**config.mk**
```make
export PLATFORM = sky130hd
export DESIGN_NAME = emac_mdio_wb_mc
export DESIGN_NICKNAME = d
export VERILOG_FILES = /design/src/rtl/emac_mdio_pkg.sv /design/src/rtl/mdio_cmd_fifo.sv /design/src/rtl/emac_mdio_wb_mc.sv
export SDC_FILE = /design/constraint.sdc
export NUM_CORES = 1
export LEC_CHECK = 0
export ABC_AREA = 1
export CORE_MARGIN = 2
export CORE_UTILIZATION = 26
export DETAILED_ROUTE_END_ITERATION = 6
export GPL_TIMING_DRIVEN = 0
export HOLD_SLACK_MARGIN = 0.1
export PLACE_DENSITY = 0.41
export RECOVER_POWER = 100
export SETUP_SLACK_MARGIN = 0.4
export SLEW_MARGIN = 20
export SYNTH_ARGS = -nofsm -noshare
export SYNTH_HDL_FRONTEND = slang
export SYNTH_HIERARCHICAL = 1
export SYNTH_SLANG_ARGS = --single-unit
```
**constraint.sdc**
```tcl
create_clock -name wb_clk_i -period 10.5 [get_ports wb_clk_i]
set_input_delay 2.625 -clock wb_clk_i [delete_from_list [all_inputs] [get_ports wb_clk_i]]
set_output_delay 2.625 -clock wb_clk_i [all_outputs]
set_load 0.01 [all_outputs]
```
**src/rtl/emac_mdio_pkg.sv**
```systemverilog
`default_nettype none
//==============================================================================
// emac_mdio_pkg : register map, sequencer states and command layout
// Rev 1.0
//==============================================================================
package emac_mdio_pkg;

   localparam logic [3:0] REG_MDIOSEL  = 4'd0;
   localparam logic [3:0] REG_CMD      = 4'd1;
   localparam logic [3:0] REG_OPDATA   = 4'd2;
   localparam logic [3:0] REG_RESULT   = 4'd3;
   localparam logic [3:0] REG_STATUS   = 4'd4;
   localparam logic [3:0] REG_TIMEOUT  = 4'd5;
   localparam logic [3:0] REG_COUNTERS = 4'd6;
   localparam logic [3:0] REG_VERSION  = 4'd7;

   typedef enum logic [2:0] {
      ST_IDLE   = 3'd0,
      ST_LOAD   = 3'd1,
      ST_CONFWR = 3'd2,
      ST_CONFRD0 = 3'd3,
      ST_CONFRD1 = 3'd4,
      ST_MREQ   = 3'd5,
      ST_MWAIT  = 3'd6
   } state_t;

   localparam int STS_BUSY    = 0;
   localparam int STS_FULL    = 1;
   localparam int STS_EMPTY   = 2;
   localparam int STS_OVF     = 8;
   localparam int STS_TMO     = 9;
   localparam int STS_BADCH   = 10;
   localparam int STS_LCH_LSB = 20;

   localparam int CMD_CHAN_LSB = 20;
   localparam int CMD_TYPE_LSB = 16;
   localparam int CMD_ADDR_LSB = 0;

   localparam logic [31:0] RESULT_TIMEOUT = 32'hFFFF_FFFF;

   typedef struct packed {
      logic [3:0]  chan;
      logic [2:0]  op_type;
      logic [15:0] addr;
      logic [31:0] data;
   } cmd_t;

   localparam int CMD_W = $bits(cmd_t);

   // Config ops address the EMAC register space; MDIO ops carry {phyad, regad}.
   function automatic logic [9:0] host_addr(input cmd_t c);
      return c.op_type[0] ? {1'b1, c.addr[8:0]} : {c.addr[12:8], c.addr[4:0]};
   endfunction

endpackage
`default_nettype wire

```
**src/rtl/mdio_cmd_fifo.sv**
```systemverilog
`default_nettype none
//==============================================================================
// mdio_cmd_fifo : synchronous command queue, fall-through head, drop on full
// Rev 1.0
//==============================================================================
module mdio_cmd_fifo #(
   parameter int DEPTH = 8,
   parameter int WIDTH = 55
) (
   input  logic                       clk,
   input  logic                       rst_n,
   input  logic                       i_push,
   input  logic [WIDTH-1:0]           i_data,
   input  logic                       i_pop,
   output logic [WIDTH-1:0]           o_data,
   output logic                       o_full,
   output logic                       o_empty,
   output logic [$clog2(DEPTH):0]     o_count
);

   localparam int AW = $clog2(DEPTH);
   localparam logic [AW:0] c_DEPTH = (AW+1)'(DEPTH);

   logic [WIDTH-1:0] r_mem [DEPTH];
   logic [AW-1:0]    r_wr_ptr;
   logic [AW-1:0]    r_rd_ptr;
   logic [AW:0]      r_count;
   logic             w_push;
   logic             w_pop;

   assign o_full  = (r_count == c_DEPTH);
   assign o_empty = (r_count == '0);
   assign o_count = r_count;
   assign o_data  = r_mem[r_rd_ptr];
   assign w_push  = i_push & ~o_full;
   assign w_pop   = i_pop & ~o_empty;

   always_ff @(posedge clk) begin
      if (!rst_n) begin
         r_wr_ptr <= '0;
         r_rd_ptr <= '0;
         r_count  <= '0;
      end else begin
         if (w_push) r_wr_ptr <= r_wr_ptr + 1'b1;
         if (w_pop)  r_rd_ptr <= r_rd_ptr + 1'b1;
         case ({w_push, w_pop})
            2'b10:   r_count <= r_count + 1'b1;
            2'b01:   r_count <= r_count - 1'b1;
            default: r_count <= r_count;
         endcase
      end
   end

   always_ff @(posedge clk) begin
      if (w_push) r_mem[r_wr_ptr] <= i_data;
   end

endmodule
`default_nettype wire

```
**src/rtl/emac_mdio_wb_mc.sv**
```systemverilog
`default_nettype none
//==============================================================================
// emac_mdio_wb_mc : Wishbone command-queue bridge to NUM_CH EMAC/PHY host ports
// Rev 1.0
//==============================================================================
module emac_mdio_wb_mc
   import emac_mdio_pkg::*;
#(
   parameter int          NUM_CH     = 4,
   parameter int          CMDQ_DEPTH = 8,
   parameter int          TIMEOUT_W  = 24,
   parameter logic [31:0] VERSION    = 32'h0002_0000
) (
   input  logic                   wb_clk_i,
   input  logic                   wb_rst_n_i,
   input  logic                   wb_cyc_i,
   input  logic                   wb_stb_i,
   input  logic                   wb_we_i,
   input  logic [3:0]             wb_sel_i,
   input  logic [31:0]            wb_adr_i,
   input  logic [31:0]            wb_dat_i,
   output logic [31:0]            wb_dat_o,
   output logic                   wb_ack_o,
   output logic                   wb_err_o,
   output logic                   hostclk,
   output logic [1:0]             hostopcode,
   output logic [9:0]             hostaddr,
   output logic [31:0]            hostwrdata,
   output logic [NUM_CH-1:0]      hostreq,
   output logic [NUM_CH-1:0]      hostmiimsel,
   input  logic [32*NUM_CH-1:0]   hostrddata,
   input  logic [NUM_CH-1:0]      hostmiimrdy,
   output logic [NUM_CH-1:0]      mdio_sel
);

   localparam int         c_AW     = $clog2(CMDQ_DEPTH);
   localparam logic [4:0] c_NUM_CH = 5'(NUM_CH);

   logic                  r_ack;
   logic [NUM_CH-1:0]     r_mdio_sel;
   logic [31:0]           r_opdata;
   logic [TIMEOUT_W-1:0]  r_tlimit;
   logic [TIMEOUT_W-1:0]  r_tcnt;
   state_t                r_state;
   cmd_t                  r_cmd;
   logic [31:0]           r_result;
   logic                  r_ovf;
   logic                  r_tmo;
   logic                  r_bad;
   logic [3:0]            r_last_ch;
   logic [15:0]           r_done_cnt;
   logic [15:0]           r_tmo_cnt;

   logic                  w_acc;
   logic                  w_wr;
   logic                  w_push;
   logic                  w_pop;
   logic                  w_full;
   logic                  w_empty;
   logic [c_AW:0]         w_count;
   cmd_t                  w_head;
   cmd_t                  w_new_cmd;
   logic [NUM_CH-1:0]     w_sel;
   logic [31:0]           w_rd;
   logic                  w_rdy;
   logic                  w_chan_ok;
   logic                  w_tmo;
   logic                  w_done;
   logic                  w_set_bad;
   logic [2:0]            w_clr;
   logic                  w_conf_st;
   logic [31:0]           w_dat;
   logic                  w_unused;

   assign w_unused = ^{wb_sel_i, wb_adr_i[31:6], wb_adr_i[1:0]};

   assign hostclk  = wb_clk_i;
   assign wb_err_o = 1'b0;
   assign wb_ack_o = r_ack;
   assign wb_dat_o = w_dat;
   assign mdio_sel = r_mdio_sel;

   assign w_acc  = wb_cyc_i & wb_stb_i & ~r_ack;
   assign w_wr   = w_acc & wb_we_i;
   assign w_push = w_wr && (wb_adr_i[5:2] == REG_CMD);
   assign w_pop  = (r_state == ST_IDLE) && !w_empty;
   assign w_clr  = (w_wr && (wb_adr_i[5:2] == REG_STATUS)) ? wb_dat_i[STS_BADCH:STS_OVF] : 3'b000;

   assign w_new_cmd = {wb_dat_i[CMD_CHAN_LSB +: 4], wb_dat_i[CMD_TYPE_LSB +: 3],
                       wb_dat_i[CMD_ADDR_LSB +: 16], r_opdata};

   mdio_cmd_fifo #(
      .DEPTH (CMDQ_DEPTH),
      .WIDTH (CMD_W)
   ) u_fifo (
      .clk     (wb_clk_i),
      .rst_n   (wb_rst_n_i),
      .i_push  (w_push),
      .i_data  (w_new_cmd),
      .i_pop   (w_pop),
      .o_data  (w_head),
      .o_full  (w_full),
      .o_empty (w_empty),
      .o_count (w_count)
   );

   // Per-channel decode of the active command's target port.
   always_comb begin
      w_sel = '0;
      w_rd  = '0;
      w_rdy = 1'b0;
      for (int c = 0; c < NUM_CH; c++) begin
         if (r_cmd.chan == c[3:0]) begin
            w_sel[c] = 1'b1;
            w_rd     = hostrddata[32*c +: 32];
            w_rdy    = hostmiimrdy[c];
         end
      end
   end

   assign w_chan_ok = ({1'b0, r_cmd.chan} < c_NUM_CH);
   assign w_conf_st = (r_state == ST_CONFWR) || (r_state == ST_CONFRD0) || (r_state == ST_CONFRD1);
   assign w_tmo     = (r_state != ST_IDLE) && (r_tcnt == r_tlimit);
   assign w_done    = !w_tmo && ((r_state == ST_CONFWR) || (r_state == ST_CONFRD1) ||
                                 ((r_state == ST_MWAIT) && w_rdy));
   assign w_set_bad = !w_tmo && (r_state == ST_LOAD) && !w_chan_ok;

   assign hostopcode  = r_cmd.op_type[2:1];
   assign hostaddr    = host_addr(r_cmd);
   assign hostwrdata  = r_cmd.data;
   assign hostreq     = (r_state == ST_MREQ) ? w_sel : '0;
   assign hostmiimsel = w_conf_st ? ~w_sel : '1;

   always_ff @(posedge wb_clk_i) begin
      if (!wb_rst_n_i) begin
         r_ack      <= 1'b0;
         r_mdio_sel <= '0;
         r_opdata   <= '0;
         r_tlimit   <= '1;
      end else begin
         r_ack <= w_acc;
         if (w_wr) begin
            case (wb_adr_i[5:2])
               REG_MDIOSEL: r_mdio_sel <= wb_dat_i[NUM_CH-1:0];
               REG_OPDATA:  r_opdata   <= wb_dat_i;
               REG_TIMEOUT: r_tlimit   <= wb_dat_i[TIMEOUT_W-1:0];
               default:     ;
            endcase
         end
      end
   end

   always_ff @(posedge wb_clk_i) begin
      if (!wb_rst_n_i) begin
         r_state    <= ST_IDLE;
         r_cmd      <= '0;
         r_tcnt     <= '0;
         r_result   <= '0;
         r_ovf      <= 1'b0;
         r_tmo      <= 1'b0;
         r_bad      <= 1'b0;
         r_last_ch  <= '0;
         r_done_cnt <= '0;
         r_tmo_cnt  <= '0;
      end else begin
         r_tcnt <= (r_state == ST_IDLE) ? '0 : r_tcnt + 1'b1;
         r_ovf  <= (r_ovf & ~w_clr[0]) | (w_push & w_full);
         r_tmo  <= (r_tmo & ~w_clr[1]) | w_tmo;
         r_bad  <= (r_bad & ~w_clr[2]) | w_set_bad;
         if (w_done) begin
            r_done_cnt <= r_done_cnt + 16'd1;
            r_last_ch  <= r_cmd.chan;
         end
         // A timeout overrides whatever the state would have done this cycle.
         if (w_tmo) begin
            r_state   <= ST_IDLE;
            r_result  <= RESULT_TIMEOUT;
            r_tmo_cnt <= r_tmo_cnt + 16'd1;
         end else begin
            case (r_state)
               ST_IDLE: begin
                  if (!w_empty) begin
                     r_cmd   <= w_head;
                     r_state <= ST_LOAD;
                  end
               end
               ST_LOAD: begin
                  if (!w_chan_ok)             r_state <= ST_IDLE;
                  else if (!r_cmd.op_type[0]) r_state <= ST_MREQ;
                  else if (r_cmd.op_type[2])  r_state <= ST_CONFRD0;
                  else                        r_state <= ST_CONFWR;
               end
               ST_CONFWR:  r_state <= ST_IDLE;
               ST_CONFRD0: r_state <= ST_CONFRD1;
               ST_CONFRD1: begin
                  r_result <= w_rd;
                  r_state  <= ST_IDLE;
               end
               ST_MREQ:    r_state <= ST_MWAIT;
               ST_MWAIT: begin
                  if (w_rdy) begin
                     r_result <= w_rd;
                     r_state  <= ST_IDLE;
                  end
               end
               default:    r_state <= ST_IDLE;
            endcase
         end
      end
   end

   always_comb begin
      w_dat = '0;
      case (wb_adr_i[5:2])
         REG_MDIOSEL:  w_dat[NUM_CH-1:0] = r_mdio_sel;
         REG_CMD:      w_dat[c_AW:0] = w_count;
         REG_OPDATA:   w_dat = r_opdata;
         REG_RESULT:   w_dat = r_result;
         REG_STATUS: begin
            w_dat[STS_BUSY]            = (r_state != ST_IDLE) || (w_count != '0);
            w_dat[STS_FULL]            = w_full;
            w_dat[STS_EMPTY]           = w_empty;
            w_dat[STS_OVF]             = r_ovf;
            w_dat[STS_TMO]             = r_tmo;
            w_dat[STS_BADCH]           = r_bad;
            w_dat[STS_LCH_LSB +: 4]    = r_last_ch;
         end
         REG_TIMEOUT:  w_dat[TIMEOUT_W-1:0] = r_tlimit;
         REG_COUNTERS: w_dat = {r_tmo_cnt, r_done_cnt};
         REG_VERSION:  w_dat = VERSION;
         default:      w_dat = '0;
      endcase
   end

endmodule
`default_nettype wire

```
Word-level counts from Yosys, hierarchy flattened
Memory sizes are Yosys's and may differ from the RTL's. A register that Yosys moved wholly into a read port is not among the register bits.
Cells that the tools add are included.
W data, S select, Z words.
Cells by class
  add/subtract/negate cells: 7
  multipliers: 0
  divide/modulo/power cells: 0
  order comparisons: 1
  equality and inequality tests: 23
  shift operators: 0
  muxes and demuxes: 35
  bitwise gates (word level): 21
  reduce and logical (&&, ||, !) cells: 33
Operator list (number)
  $mux W32: 6
  $pmux W32 S2: 1
  $pmux W9 S5: 1
  $add A16 B1 Y16 const B: 2
  $pmux W3 S5: 2
  $add A24 B1 Y24 const B: 1
  $eq A24 B24 Y1: 1
  $pmux W8 S3: 1
  $pmux W3 S7: 1
  $pmux W4 S5: 1
  $eq A4 B2 Y1 const B: 4
  $eq A4 B3 Y1 const B: 4
  $pmux W4 S4: 1
  $mux W3: 5
  $logic_not A4 Y1: 3
  $mux W1: 11
  $mux W10: 1
  $reduce_and A2 Y1: 5
  $and A1 B1 Y1: 9
  $eq A3 B3 Y1 const B: 3
  $eq A4 B1 Y1 const B: 2
  $logic_and A1 B1 Y1: 8
  $mux W4: 2
  $not A1 Y1: 8
  23 further kinds: 37
Word-level totals
  flip-flop bits (word level): 169
  latch bits: 0
  memory bits (writable): 440
  memory bits (read-only): 0
  output and inout port bits: 91
  memories: 1
Memories
  u_fifo.r_mem: words 8, bits a word 55, rd ports 1, clocked after Yosys merged registers in 1, wr ports 1, line mdio_cmd_fifo.sv:24  | logic [WIDTH-1:0] r_mem [DEPTH];

Longest topological paths before layout
  word-level depth: 8
  depth in mapped cells: 17
  gate-level depth less buffers: 16

By module
Netlist, hierarchy kept.
Modules (own cells, without submodules)
  mdio_cmd_fifo: instances 1, cells an instance 1331, area each 17843.4 µm², sequential area each 13472.9 µm²
  emac_mdio_wb_mc: instances 1, cells an instance 1767, area each 11597.4 µm², sequential area each 4224.1 µm²

==> results.txt <==
----------------------------------------------------
[Setup path]
  Cell type group with the largest total delay on the critical path ... buffers and inverters
  Critical path, cell by cell ... clkbuf_16 > clkbuf_16 > buf_4 > dlygate4sd3_1
  Critical Path Fanout Max ... 2
  Slowest-stage cell, CP ... sky130_fd_sc_hd__dlygate4sd3_1
  Data required time at the worst endpoint ... 7.88 ns
  Cell with the most instances on the worst path ... sky130_fd_sc_hd__clkbuf_16
  Kind of critical path ... clock port to primary output
  Endpoint type of the worst setup path ... primary output
  Buffers and inverters on the worst path ... 4
  CP Launch Type ... clock port
  Crit path arrival time ... 6.22 ns
  Largest stage delay, worst path ... 0.60 ns

[Timing]
  Number of pins with negative max-slew slack in the final report ... 115
  Setup Skew ... 0.0320 ns
  Final Hold Violating Endpoints ... 0
  Maximum clock frequency ... 113 MHz
  Minimum clock period after layout ... 8.84 ns
  Max-slew headroom ... -0.234
  RSZ-0062 raised after global routing ... no
  Tightest Pin Transition ... 1.84 ns
  Aggregate negative setup slack ... 0 ns
  Final period utilization ... 0.842
  Count of final setup violators ... 0

[Route]
  Via count of the routed design ... 22900
  Number of search-and-repair iterations in the first detailed-routing pass ... 7
  Post-detailed-route DRC marker count ... 0
  Number of violations reported at the end of detailed-routing iteration 0 ... 1626
  Vias per inst ... 4.70
  Wire length per cell ... 22.5 um
  Remaining number of nets flagged by the antenna check after routing ... 0
  Routed WL ... 109000 um

[Pwr]
  Power per cell area ... 157 nW/um^2
  Standby leakage power ... 13.0 nW
  Worst vdd ir ... 0.101 mV
  Total power of the final layout ... 5.55 mW

[Finish]
  Area growth, synth to finish ... 23.9%
  Non-filler cells, final ... 4873
  Core occupancy in the finished layout ... 0.325
  Most common cell after layout, fill and taps aside ... sky130_fd_sc_hd__nand2_1
  Most used cells in the layout excluding fill and tap cells ... sky130_fd_sc_hd__nand2_1, sky130_fd_sc_hd__nor2_1, sky130_fd_sc_hd__edfxtp_1
  Proportion of layout cells with a drive suffix above 1 ... 0.0741
  Total Nets Final ... 3609

[Clocking]
  Clock tree from TritonCTS ... done
  Reg clk slew, reported paths ... 0.05 ns
  Hold-fix buffers, CTS ... 0
  Clk_lat worst skew ... 0.76 ns
  Quantity of gates resized following cts ... 0
  Post-CTS Setup Bufs ... 0

[Global route]
  Number of global-route vias before repair ... 22600
  Total routing resource utilization after global routing ... 0.193
  Remaining global-route overflow ... 0
  Global-route wire length before repair ... 157000 um
  Maximum number of pins on one net before global-route repair ... 24
  Antenna violations before repair ... 6

[Placed design]
  Cell total after placement ... 4730
  HPWL reported at the end of detailed placement ... 81000 um
  Number of input and output port buffers inserted ... 262
  RePlAce Congestion ... 0.912

[Floorplanning]
  Core box area ... 109000 sq um
  Ports ... 296
  Std cell rows ... 121
  Initial core utilization ... 0.262
  Die Area ... 112000 sq um
  X dimension of the die ... 335 um
  Die height ... 335 um

[Outcome]
  Failing checks ... capacitance limit, slew limit
  Run status ... finished, violations left

[Synth]
  Cell count after synthesis ... 3035
  Number of warnings printed during yosys synthesis ... 6
  Nets in the synthesized netlist ... 3248
  Post-synthesis instance area ... 28500 sq um
  Synth Area per Inst ... 9.40 sq um

[Worst hold path]
  Path category of the worst min-delay check ... flip-flop to flip-flop

[Run]
  Number of violations of the max-capacitance limit ... 6

----------------------------------------------------
==> worst reg2reg max path, delay by kind of cell, from the launching register on <==
kind | cells | cell delay, ns
buffers and inverters | 3 | 2.20
flip-flops | 1 | 0.34
AND/OR/NAND/NOR | 4 | 2.46
==> power breakdown <==
group / internal [mW] / switching, mW
combinational: 0.123 / 0.172
clock: 1.47 / 1.09
sequential: 2.68 / 0.0171
total: 4.28 / 1.28
==> worst paths after layout <==
path / endpoint / slack [ns] / start / depth (start not counted)
worst max-delay path: hostclk / 1.66 / wb_clk_i / 4
worst min-delay path: r_cmd[41]$_SDFFE_PN0P_ / 0.45 / r_cmd[41]$_SDFFE_PN0P_ / 2
worst max register to register: u_fifo/r_mem[2][20]$_DFFE_PP_ / 5.09 / wb_ack_o$_SDFF_PN0_ / 7
worst min register to register: r_cmd[41]$_SDFFE_PN0P_ / 0.45 / r_cmd[41]$_SDFFE_PN0P_ / 2
==> through the flow <==
stage	instance area (sq um)	hold slack (ns)	setup slack (ns)
2_1_floorplan	28500	0.425	2.51
3_3_place_gp	32900	0.439	0.597
3_5_place_dp	33400	0.447	1.87
4_1_cts	35800	0.455	1.76
5_1_grt	35300	0.482	1.64
6_report	35300	0.450	1.66
==> per-layer routing <==
layer / part of all wire / track usage
met1: 0.46 / 0.256
met2: 0.45 / 0.310
met3: 0.054 / 0.0374
met4: 0.033 / 0.0696
met5: 0.00026 / 0
==> sequential cells by signal, summed over array words and instances, names as in the netlist, 3 cells and up, named ones only <==
name             flops
u_fifo/r_mem       416
hostwrdata          32
r_opdata            32
r_result            32
r_tcnt              24
r_tlimit            24
r_cmd               18
r_done_cnt          16
r_tmo_cnt           16
mdio_sel             4
r_last_ch            4
u_fifo/o_count       4
r_state              3
u_fifo/r_rd_ptr      3
u_fifo/r_wr_ptr      3
==> final cells by class <==
cell class | instances | area (sq um)
Buffer | 213 | 1260
Clock inverter | 33 | 208
Timing Repair Buffer | 280 | 2680
Antenna cell | 2 | 5.00
Inverter | 168 | 631
Multi-Input combinational cell | 2014 | 9660
Clock buffer | 109 | 2170
Sequential cell | 640 | 17000
Fill cell | 11400 | 73500
Tap cell | 1414 | 1770
No activity file was read; power rests on OpenSTA's default activity.
